**src/rtl/adapter_axi_stream_2_bram.sv**
```systemverilog
// AXI Stream to BRAM write adapter: packs stream beats into a 2^BRAM_DEPTH-word
// buffer and hands the filled buffer to a downstream reader until it releases it.
module adapter_axi_stream_2_bram #(
  parameter int AXIS_DATA_WIDTH = 32,
  parameter int BRAM_DEPTH      = 8,
  parameter int USER_DEPTH      = 1
) (
  input  logic                       clk,
  input  logic                       rst,
  input  logic                       i_enable,
  input  logic [USER_DEPTH-1:0]      i_axis_user,
  input  logic                       i_axis_valid,
  output logic                       o_axis_ready,
  input  logic [AXIS_DATA_WIDTH-1:0] i_axis_data,
  input  logic                       i_axis_last,
  output logic                       o_bram_wea,
  output logic [BRAM_DEPTH-1:0]      o_bram_addr,
  output logic [AXIS_DATA_WIDTH-1:0] o_bram_data,
  output logic                       o_bram_en,
  output logic [BRAM_DEPTH:0]        o_bram_size,
  output logic [USER_DEPTH-1:0]      o_bram_user,
  output logic                       o_truncated,
  input  logic                       i_bram_done
);

  typedef enum logic [1:0] {IDLE, WRITE, FLUSH, HANDOFF} state_t;

  localparam logic [BRAM_DEPTH:0] CAP = {1'b1, {BRAM_DEPTH{1'b0}}};

  state_t                     state_q, state_d;
  logic [BRAM_DEPTH:0]        count_q, count_d;
  logic                       wea_q, wea_d;
  logic [BRAM_DEPTH-1:0]      addr_q, addr_d;
  logic [AXIS_DATA_WIDTH-1:0] data_q, data_d;
  logic                       en_q, en_d;
  logic [BRAM_DEPTH:0]        size_q, size_d;
  logic [USER_DEPTH-1:0]      user_q, user_d;
  logic                       trunc_q, trunc_d;

  logic                       accept;
  logic [BRAM_DEPTH:0]        count_inc;

  // Ready is a pure function of state, so a beat is taken whenever valid is seen in WRITE.
  assign accept    = i_axis_valid && (state_q == WRITE);
  assign count_inc = count_q + 1'b1;

  // NOTE: sequential state uses non-blocking (<=) so every flop samples pre-edge values.
  always_ff @(posedge clk) begin
    if (rst) begin
      state_q <= IDLE;
      count_q <= '0;
      wea_q   <= 1'b0;
      addr_q  <= '0;
      data_q  <= '0;
      en_q    <= 1'b0;
      size_q  <= '0;
      user_q  <= '0;
      trunc_q <= 1'b0;
    end else begin
      state_q <= state_d;
      count_q <= count_d;
      wea_q   <= wea_d;
      addr_q  <= addr_d;
      data_q  <= data_d;
      en_q    <= en_d;
      size_q  <= size_d;
      user_q  <= user_d;
      trunc_q <= trunc_d;
    end
  end

  // NOTE: every combinational output gets a default first so no path infers a latch.
  always_comb begin
    state_d = state_q;
    case (state_q)
      IDLE:    if (i_enable) state_d = WRITE;
      WRITE: begin
        if (accept) begin
          if (i_axis_last || count_inc == CAP) state_d = FLUSH;
        end else if (!i_enable && count_q == '0) begin
          state_d = IDLE;
        end
      end
      FLUSH:   state_d = HANDOFF;
      HANDOFF: if (i_bram_done) state_d = i_enable ? WRITE : IDLE;
      default: state_d = IDLE;
    endcase
  end

  always_comb begin
    count_d = count_q;
    wea_d   = 1'b0;
    addr_d  = addr_q;
    data_d  = data_q;
    en_d    = en_q;
    size_d  = size_q;
    user_d  = user_q;
    trunc_d = trunc_q;
    case (state_q)
      IDLE: count_d = '0;
      WRITE: begin
        if (accept) begin
          wea_d   = 1'b1;
          addr_d  = count_q[BRAM_DEPTH-1:0];
          data_d  = i_axis_data;
          count_d = count_inc;
          if (count_q == '0) user_d = i_axis_user;
          // A beat that is both last and CAP-th still counts as a clean close.
          if (i_axis_last)            trunc_d = 1'b0;
          else if (count_inc == CAP)  trunc_d = 1'b1;
        end
      end
      FLUSH: begin
        en_d   = 1'b1;
        size_d = count_q;
      end
      HANDOFF: begin
        if (i_bram_done) begin
          en_d    = 1'b0;
          count_d = '0;
        end
      end
      default: ;
    endcase
  end

  always_comb begin
    o_axis_ready = (state_q == WRITE);
    o_bram_wea   = wea_q;
    o_bram_addr  = addr_q;
    o_bram_data  = data_q;
    o_bram_en    = en_q;
    o_bram_size  = size_q;
    o_bram_user  = user_q;
    o_truncated  = trunc_q;
  end

endmodule

```
**config.mk**
```make
export PLATFORM = sky130hd
export DESIGN_NAME = adapter_axi_stream_2_bram
export DESIGN_NICKNAME = d
export VERILOG_FILES = /design/src/rtl/adapter_axi_stream_2_bram.sv
export SDC_FILE = /design/constraint.sdc
export NUM_CORES = 1
export LEC_CHECK = 0
export ABC_CLOCK_PERIOD_IN_PS = 2540
export CORE_AREA = 2 2 76 93
export DETAILED_ROUTE_END_ITERATION = 12
export DIE_AREA = 0 0 78 95
export GPL_ROUTABILITY_DRIVEN = 0
export PLACE_DENSITY = 0.73
export SYNTH_ARGS = -nofsm -noshare
export SYNTH_HDL_FRONTEND = slang
export SYNTH_SLANG_ARGS = --single-unit
```
**constraint.sdc**
```tcl
create_clock -name clk -period 2.54 [get_ports clk]
set_clock_uncertainty 0.2 [all_clocks]
set_input_delay 0.762 -clock clk [delete_from_list [all_inputs] [get_ports clk]]
set_output_delay 0.762 -clock clk [all_outputs]
set_load 0.005 [all_outputs]
```
==> qor.csv, run 1 <==
stage,metric,value,unit
layout,syn2layout_area_growth,43.8,%
power,seq_power_share,49.4,%
sta,rsz0062_at_grt,no,
synth,synth.ff_latch_count,64,
detailed_routing,route.detailed.wl_per_inst,13.0,microns
layout,drive_above_1_share,8.63,%
synth,synth_seq_area_share,49.2,%
sta,relSlewSlack,59.2,%
placement,dp_hpwl,4690,microns
synth,post_synth_instance_area,0.00260,sq mm
cts,root_buffer,sky130_fd_sc_hd__clkbuf_8,
power,post-layout-total-power,2.16,mW
power,power_density,576,mW/mm^2
synth,number_of_standard_cells_after_synthesis,324,
setup_path,critPathRequiredTime,1580,ps
synth,synth.avg_cell_area,8.04,sq um
power,fraction_of_power_consumed_by_the_clock_network,36.8,%
synth,synth_flop_cell,sky130_fd_sc_hd__dfxtp_1,
setup_path,timing.rr.end,state_q[0],
cts,clock-sinks,64,
grt,grt_first_pass_wirelength,10900,microns
grt,grt_max_degree,34,
detailed_routing,first_pass_iters,4,
cts,cts.clk_slew.worst_paths,60,ps
detailed_routing,drt-vias-per-instance,4.92,
hold_path,worst_hold_path.num_cells,2,
sta,total_neg_setup_slack,0,ps
grt,global_router_s_overall_resource_usage,18.6,%
synth,async_reset_ff_share,0,%
setup_path,startpoint_type,flip-flop,
floorplan,rows,33,
synth,synth.net_count,366,
setup_path,r2r_setup_slack,330,ps
floorplan,die_h,95,microns
sta,setup_violations,0,
setup_path,critical_path_peak_fanout,8,
floorplan,fp.dieArea,0.00741,sq mm
floorplan,die_w,78,microns
synth,cell_type_contributing_the_most_total_cell_area_after_synthesis,sky130_fd_sc_hd__dfxtp_1,
grt,globalRoute.totalOverflow,0,
sta,layout_worst_path_cycle_share,95.8,%
layout,layout.nets,454,
power,cellLeakagePower,1.34,nW
floorplan,start_util,39.4,%
synth,synth_largest_type_area_fraction,49.2,%
detailed_routing,drtAntennaViolNets,0,
setup_path,cp-end-kind,output pin,
grt,grt_pass1_vias,2379,
grt,antenna_found_initial,0,
floorplan,ioPinCount,93,
synth,ys_types,43,
placement,number_of_buffers_inserted_by_port_buffering,92,
power,internal_power,1.63,mW
detailed_routing,drt_iter0_markers,169,
synth,yosys_warnings,0,
setup_path,critical_path.endpoint,o_axis_ready,
sta,tightestPinTransition,611,ps
power,swShare,24.2,%
job,max-cap-violations,0,
sta,final_count_of_pins_violating_max_slew,0,
sta,finalWorstPathRequiredPeriod,2430,ps
status,outcome,"finished, final reports clean",
layout,diode_count,0,
detailed_routing,drt_wl_total,6550,microns
detailed_routing,route.vias.total,2478,
hold_path,hold_class,reg2reg,
sta,report.final.hold_viol_count,0,
detailed_routing,detail_route.drc_violations,0,
cts,cts_tree,built,
setup_path,startpoint,state_q[0],
setup_path,critical_path_class,reg2out,
synth,synthTopCellsByArea,"sky130_fd_sc_hd__dfxtp_1, sky130_fd_sc_hd__nand2_1, sky130_fd_sc_hd__a21oi_1",
power,netSwitchingPower,0.523,mW
synth,number_of_flops_mapped_to_enable_cells_by_yosys,0,
cts,insertion_delay,330,ps
setup_path,crit_arrival,1470,ps
setup_path,timing.rr.start,count_q[1],
sta,worst_hold_slack,253,ps
power,power.ir.vdd_worst,349,uV
cts,cts_buffer_depth,2,
cts,clock_buffer_count_from_cts,9,
setup_path,timing.reg2reg.worst_path_depth,6,
power,share_comb_of_total_power,13.7,%
floorplan,fp.coreArea,0.00661,sq mm
cts,clock_h_tree_levels,3,
sta,highest_clock_rate,411,MHz
-- registers in the layout, indices dropped and copies added (netlist names), named ones only --
name / count
count_q: 9
o_bram_addr: 8
o_bram_data: 32
o_bram_en: 1
o_bram_size: 9
o_bram_user: 1
o_bram_wea: 1
o_truncated: 1
state_q: 1
-- synthesized netlist by cell type, types with 2 or more instances --
cell                       number
sky130_fd_sc_hd__a21oi_1       53
sky130_fd_sc_hd__and3_1         2
sky130_fd_sc_hd__and3b_1        2
sky130_fd_sc_hd__buf_2          2
sky130_fd_sc_hd__buf_4          3
sky130_fd_sc_hd__buf_6          5
sky130_fd_sc_hd__clkbuf_1      14
sky130_fd_sc_hd__dfxtp_1       64
sky130_fd_sc_hd__ha_1           3
sky130_fd_sc_hd__inv_1          4
sky130_fd_sc_hd__mux2i_1        2
sky130_fd_sc_hd__nand2_1      106
sky130_fd_sc_hd__nand2b_1       2
sky130_fd_sc_hd__nand3_1        3
sky130_fd_sc_hd__nand3b_1       2
sky130_fd_sc_hd__nand4_1        3
sky130_fd_sc_hd__nor2_1        13
sky130_fd_sc_hd__nor2b_1        2
sky130_fd_sc_hd__nor3_1         2
sky130_fd_sc_hd__o21ai_0        3
sky130_fd_sc_hd__o21ai_1       11
sky130_fd_sc_hd__o31ai_1        2
-- layout make-up --
| type | count | area (sq um) |
|---|---|---|
| timing repair buffer | 102 | 991 |
| clock buffer | 13 | 169 |
| multi-input combinational | 230 | 1160 |
| sequential | 64 | 1280 |
| fill | 623 | 2860 |
| clock inverter | 3 | 15.0 |
| tap | 87 | 109 |
| inverter | 5 | 18.8 |
-- placed cells by master (no fill, tap or decap), types with 2 or more instances in the layout --
cell / n
sky130_fd_sc_hd__nand4_1: 3
sky130_fd_sc_hd__nor3_1: 2
sky130_fd_sc_hd__a21oi_1: 53
sky130_fd_sc_hd__nor2_1: 13
sky130_fd_sc_hd__dfxtp_1: 63
sky130_fd_sc_hd__nand3_1: 3
sky130_fd_sc_hd__nand2_1: 106
sky130_fd_sc_hd__o21ai_1: 11
sky130_fd_sc_hd__and3b_1: 2
sky130_fd_sc_hd__buf_4: 10
sky130_fd_sc_hd__and3_1: 2
sky130_fd_sc_hd__o31ai_1: 2
sky130_fd_sc_hd__clkbuf_8: 12
sky130_fd_sc_hd__ha_1: 3
sky130_fd_sc_hd__clkinv_2: 3
sky130_fd_sc_hd__nor2b_1: 2
sky130_fd_sc_hd__nand3b_1: 2
sky130_fd_sc_hd__mux2i_1: 2
sky130_fd_sc_hd__nand2b_1: 2
sky130_fd_sc_hd__inv_1: 4
sky130_fd_sc_hd__clkdlybuf4s50_1: 91
sky130_fd_sc_hd__o21ai_0: 3
-- through the flow --
stage / cell area [sq um] / std cells / util [%] / setup slack (ps)
finish: 3740 / 504 / 56.7 / 108
global route: 3740 / 504 / 56.7 / 4.89
CTS: 3740 / 504 / 56.7 / 3.06
detailed placement: 3560 / 488 / 53.9 / 118
global placement: 3560 / 488 / 53.9 / 171
floorplan: 2610 / 324 / - / 598
-- layer usage --
metal  vias to the layer above  routed length, microns  share of wire [%]  GRT usage, %
li1                       1247                       -                  -             -
met3                        12                     495                7.6          7.46
met1                      1143                    2680                 41          21.2
met2                        76                    3250                 50          30.3
met4                         0                     129                2.0          9.06
met5                         -                       0                  0             0
-- worst min-delay path by stage --
stage,from,endpoint,slack [ps]
after floorplan,o_truncated,o_truncated,250
after global placement,o_bram_data[12],o_bram_data[12],240
after detailed placement,o_bram_data[20],o_bram_data[20],250
after CTS,o_bram_data[20],o_bram_data[20],260
after global routing,o_bram_data[20],o_bram_data[20],280
final,o_bram_size[2],o_bram_size[2],250
-- repair_timing --
action / CTS / global route
endpoints found under the setup margin: 0 / 1
setup buffers: 0 / 0
hold buffers: 0 / 0
resized for setup: 0 / 1
-- cell families (layout without fill, tap and decap cells) --
family	after synthesis	after routing	share of synthesized area, %
and+or+nand+nor	143	143	24.0
AOI/OAI and AO/OA	80	80	17.7
DFF	64	64	49.2
buffers and inverters	30	123	6.29
adders and majority gates	3	3	1.44
xor gates and xnor gates	2	2	0.673
muxes	2	2	0.769
-- power by group through the flow --
stage          sequential, mW  combinational (mW)  clock, mW
6_report                 1.07               0.296      0.795
5_1_grt                  1.07               0.330      0.864
4_1_cts                  1.07               0.300      0.818
3_5_place_dp             1.09               0.299          0
3_3_place_gp             1.09               0.294          0
2_1_floorplan            1.09               0.127          0
-- critical path, stage by stage (launching register included) --
cell                              delay [ps]
sky130_fd_sc_hd__dfxtp_2                 380
sky130_fd_sc_hd__nor2b_1                 200
sky130_fd_sc_hd__clkdlybuf4s50_1         560
(Power assumes the default switching activity.)
==> inputs of run 2 (changes only) <==
MAX_ROUTING_LAYER = met4   (was default)
==> run 2 against run 1 <==
Effect of this change:
- final cell count is the same
- clock power is essentially flat
- maximum frequency is essentially flat
- count of clock-buffer cells in the layout is the same
- critical path depth is the same
- register-to-register slack is essentially flat
- hold slack is essentially flat
- via count grew 0.32%
- utilization is the same
- sequential share of layout area is the same
- worst setup slack lost 0.76 ps
- critical path type unchanged
- critical endpoint unchanged
- largest power group unchanged
==> qor.csv, run 2 (synthesis results as in run 1) <==
stage,metric,value,unit,change
status,outcome,"finished, final reports clean",,
sta,highest_clock_rate,411,MHz,about the same
job,max-cap-violations,0,,unchanged
sta,layout_worst_path_cycle_share,95.8,%,about the same
layout,diode_count,0,,unchanged
layout,fillCellCount,623,,unchanged
detailed_routing,m1WireLength,2730,microns,+1.9%
setup_path,critical_path_peak_fanout,8,,unchanged
cts,cts_buffer_depth,2,,unchanged
sta,finalWorstPathRequiredPeriod,2430,ps,+0.757 ps
detailed_routing,route.met2.wl,3220,microns,-0.80%
cts,clock_buffer_count_from_cts,9,,unchanged
floorplan,ioPinCount,93,,unchanged
floorplan,start_util,39.4,%,unchanged
placement,placement.cell_area,0.00356,sq mm,unchanged
detailed_routing,drt_iter0_markers,150,,-11%
floorplan,die_h,95,microns,unchanged
layout,layoutNonFillerInstCount,504,,unchanged
setup_path,slowest_delay,560,ps,about the same
sta,total_neg_setup_slack,0,ps,unchanged
floorplan,die_w,78,microns,unchanged
cts,root_buffer,sky130_fd_sc_hd__clkbuf_8,,
cts,hold_buffers_post_cts,0,,unchanged
placement,place.detailed.instances,488,,unchanged
cts,insertion_delay,330,ps,about the same
sta,final_count_of_pins_violating_max_slew,0,,unchanged
placement,number_of_buffers_inserted_by_port_buffering,92,,unchanged
layout,layout.cells.most_common_list,"sky130_fd_sc_hd__nand2_1, sky130_fd_sc_hd__clkdlybuf4s50_1, sky130_fd_sc_hd__dfxtp_1",,
sta,relSlewSlack,59.0,%,-0.18 points
power,power_density,577,mW/mm^2,about the same
placement,dp_worst_setup_slack,118,ps,unchanged
setup_path,cp-end-kind,output pin,,
layout,drive_above_1_share,8.63,%,unchanged
hold_path,hold_class,reg2reg,,
power,post-layout-total-power,2.16,mW,about the same
floorplan,rows,33,,unchanged
detailed_routing,route.detailed.wl_per_inst,13.0,microns,+0.32%
cts,cts_setup_buffers,0,,unchanged
detailed_routing,route.vias.total,2486,,+0.32%
setup_path,startpoint_type,flip-flop,,
sta,worst_hold_slack,253,ps,+0.102 ps
cts,cts.clk_slew.worst_paths,60,ps,about the same
grt,grt_pass1_vias,2378,,-0.042%
setup_path,cell_with_the_largest_stage_delay_on_the_worst_path,sky130_fd_sc_hd__clkdlybuf4s50_1,,
detailed_routing,drt_wl_total,6570,microns,+0.32%
sta,report.final.hold_viol_count,0,,unchanged
layout,final_common_cell,sky130_fd_sc_hd__nand2_1,,
cts,clock-sinks,64,,unchanged
detailed_routing,wl_met3,515,microns,+4.0%
detailed_routing,detail_route.drc_violations,0,,unchanged
grt,grt_max_degree,34,,unchanged
grt,global_router_s_overall_resource_usage,19.1,%,+0.54 points
setup_path,critical_path_class,reg2out,,
layout,layout.nets,454,,unchanged
grt,globalRoute.totalOverflow,0,,unchanged
detailed_routing,drt-vias-per-instance,4.93,,+0.32%
detailed_routing,first_pass_iters,4,,unchanged
power,power.ir.vdd_worst,349,uV,about the same
cts,cts_tree,built,,
sta,final_critical_path_setup_slack,107,ps,-0.757 ps
sta,rsz0062_at_grt,no,,
sta,setup_violations,0,,unchanged
setup_path,crit_arrival,1470,ps,about the same
floorplan,fp.coreArea,0.00661,sq mm,unchanged
layout,largest_register_ffs,32,,unchanged
power,cellLeakagePower,1.34,nW,unchanged
placement,dp_hpwl,4690,microns,unchanged
floorplan,fp.dieArea,0.00741,sq mm,unchanged
grt,antenna_found_initial,0,,unchanged
setup_path,r2r_setup_slack,330,ps,about the same
sta,tightestPinTransition,614,ps,+2.70 ps
cts,clock_h_tree_levels,3,,unchanged
layout,fin_util,56.7,%,unchanged
layout,final_standard_cell_area_without_fillers,0.00374,sq mm,unchanged
setup_path,timing.critical_path.cells,"nor2b_1, clkdlybuf4s50_1",,
setup_path,critPathRequiredTime,1580,ps,about the same
detailed_routing,drtAntennaViolNets,0,,unchanged
grt,grt_first_pass_wirelength,10900,microns,+0.13%
detailed_routing,top_layer_used,met4,,
layout,syn2layout_area_growth,43.8,%,unchanged
-- run 2: cell counts in the layout (fill, tap and decap cells not counted) --
No cell type changed its count.
-- run 2: area by class of cell --
cell class / instances / area (sq um) / area share [%]
Clock buffer: 13 / 169 / 4.51
Inverter: 5 / 18.8 / 0.501
Clock inverter: 3 / 15.0 / 0.401
Tap cell: 87 / 109 / 2.91
Timing Repair Buffer: 102 / 991 / 26.5
Sequential cell: 64 / 1280 / 34.2
Multi-Input combinational cell: 230 / 1160 / 31.0
-- run 2: worst max-delay path: cells and delay by family (launching register included) --
family / cells / cell delay, ps
buffers and inverters: 1 / 560
AND/OR/NAND/NOR: 1 / 210
flip-flops: 1 / 380
-- run 2: timing repair --
item	CTS	global route
gates resized for setup	0	1
hold endpoints to repair	0	0
setup endpoints to repair	0	1
-- run 2: worst paths after layout --
check	startpoint	endpoint	cells past startpoint
min	o_bram_size[2]	o_bram_size[2]	2
max	state_q[0]	o_axis_ready	2
max reg2reg	count_q[1]	state_q[0]	6
min reg2reg	o_bram_size[2]	o_bram_size[2]	2
-- run 2: routing by layer --
layer	global-route usage [%]	vias up
met4	9.06	0
li1	-	1248
met5	-	-
met2	30.3	80
met1	21.6	1148
met3	6.79	10
-- run 2: report_power, final --
group / total, mW / switching (mW) / internal [mW] / leakage [nW]
sequential: 1.07 / 0.0241 / 1.04 / 0.519
combinational: 0.297 / 0.134 / 0.162 / 0.724
clock: 0.796 / 0.366 / 0.430 / 0.0992
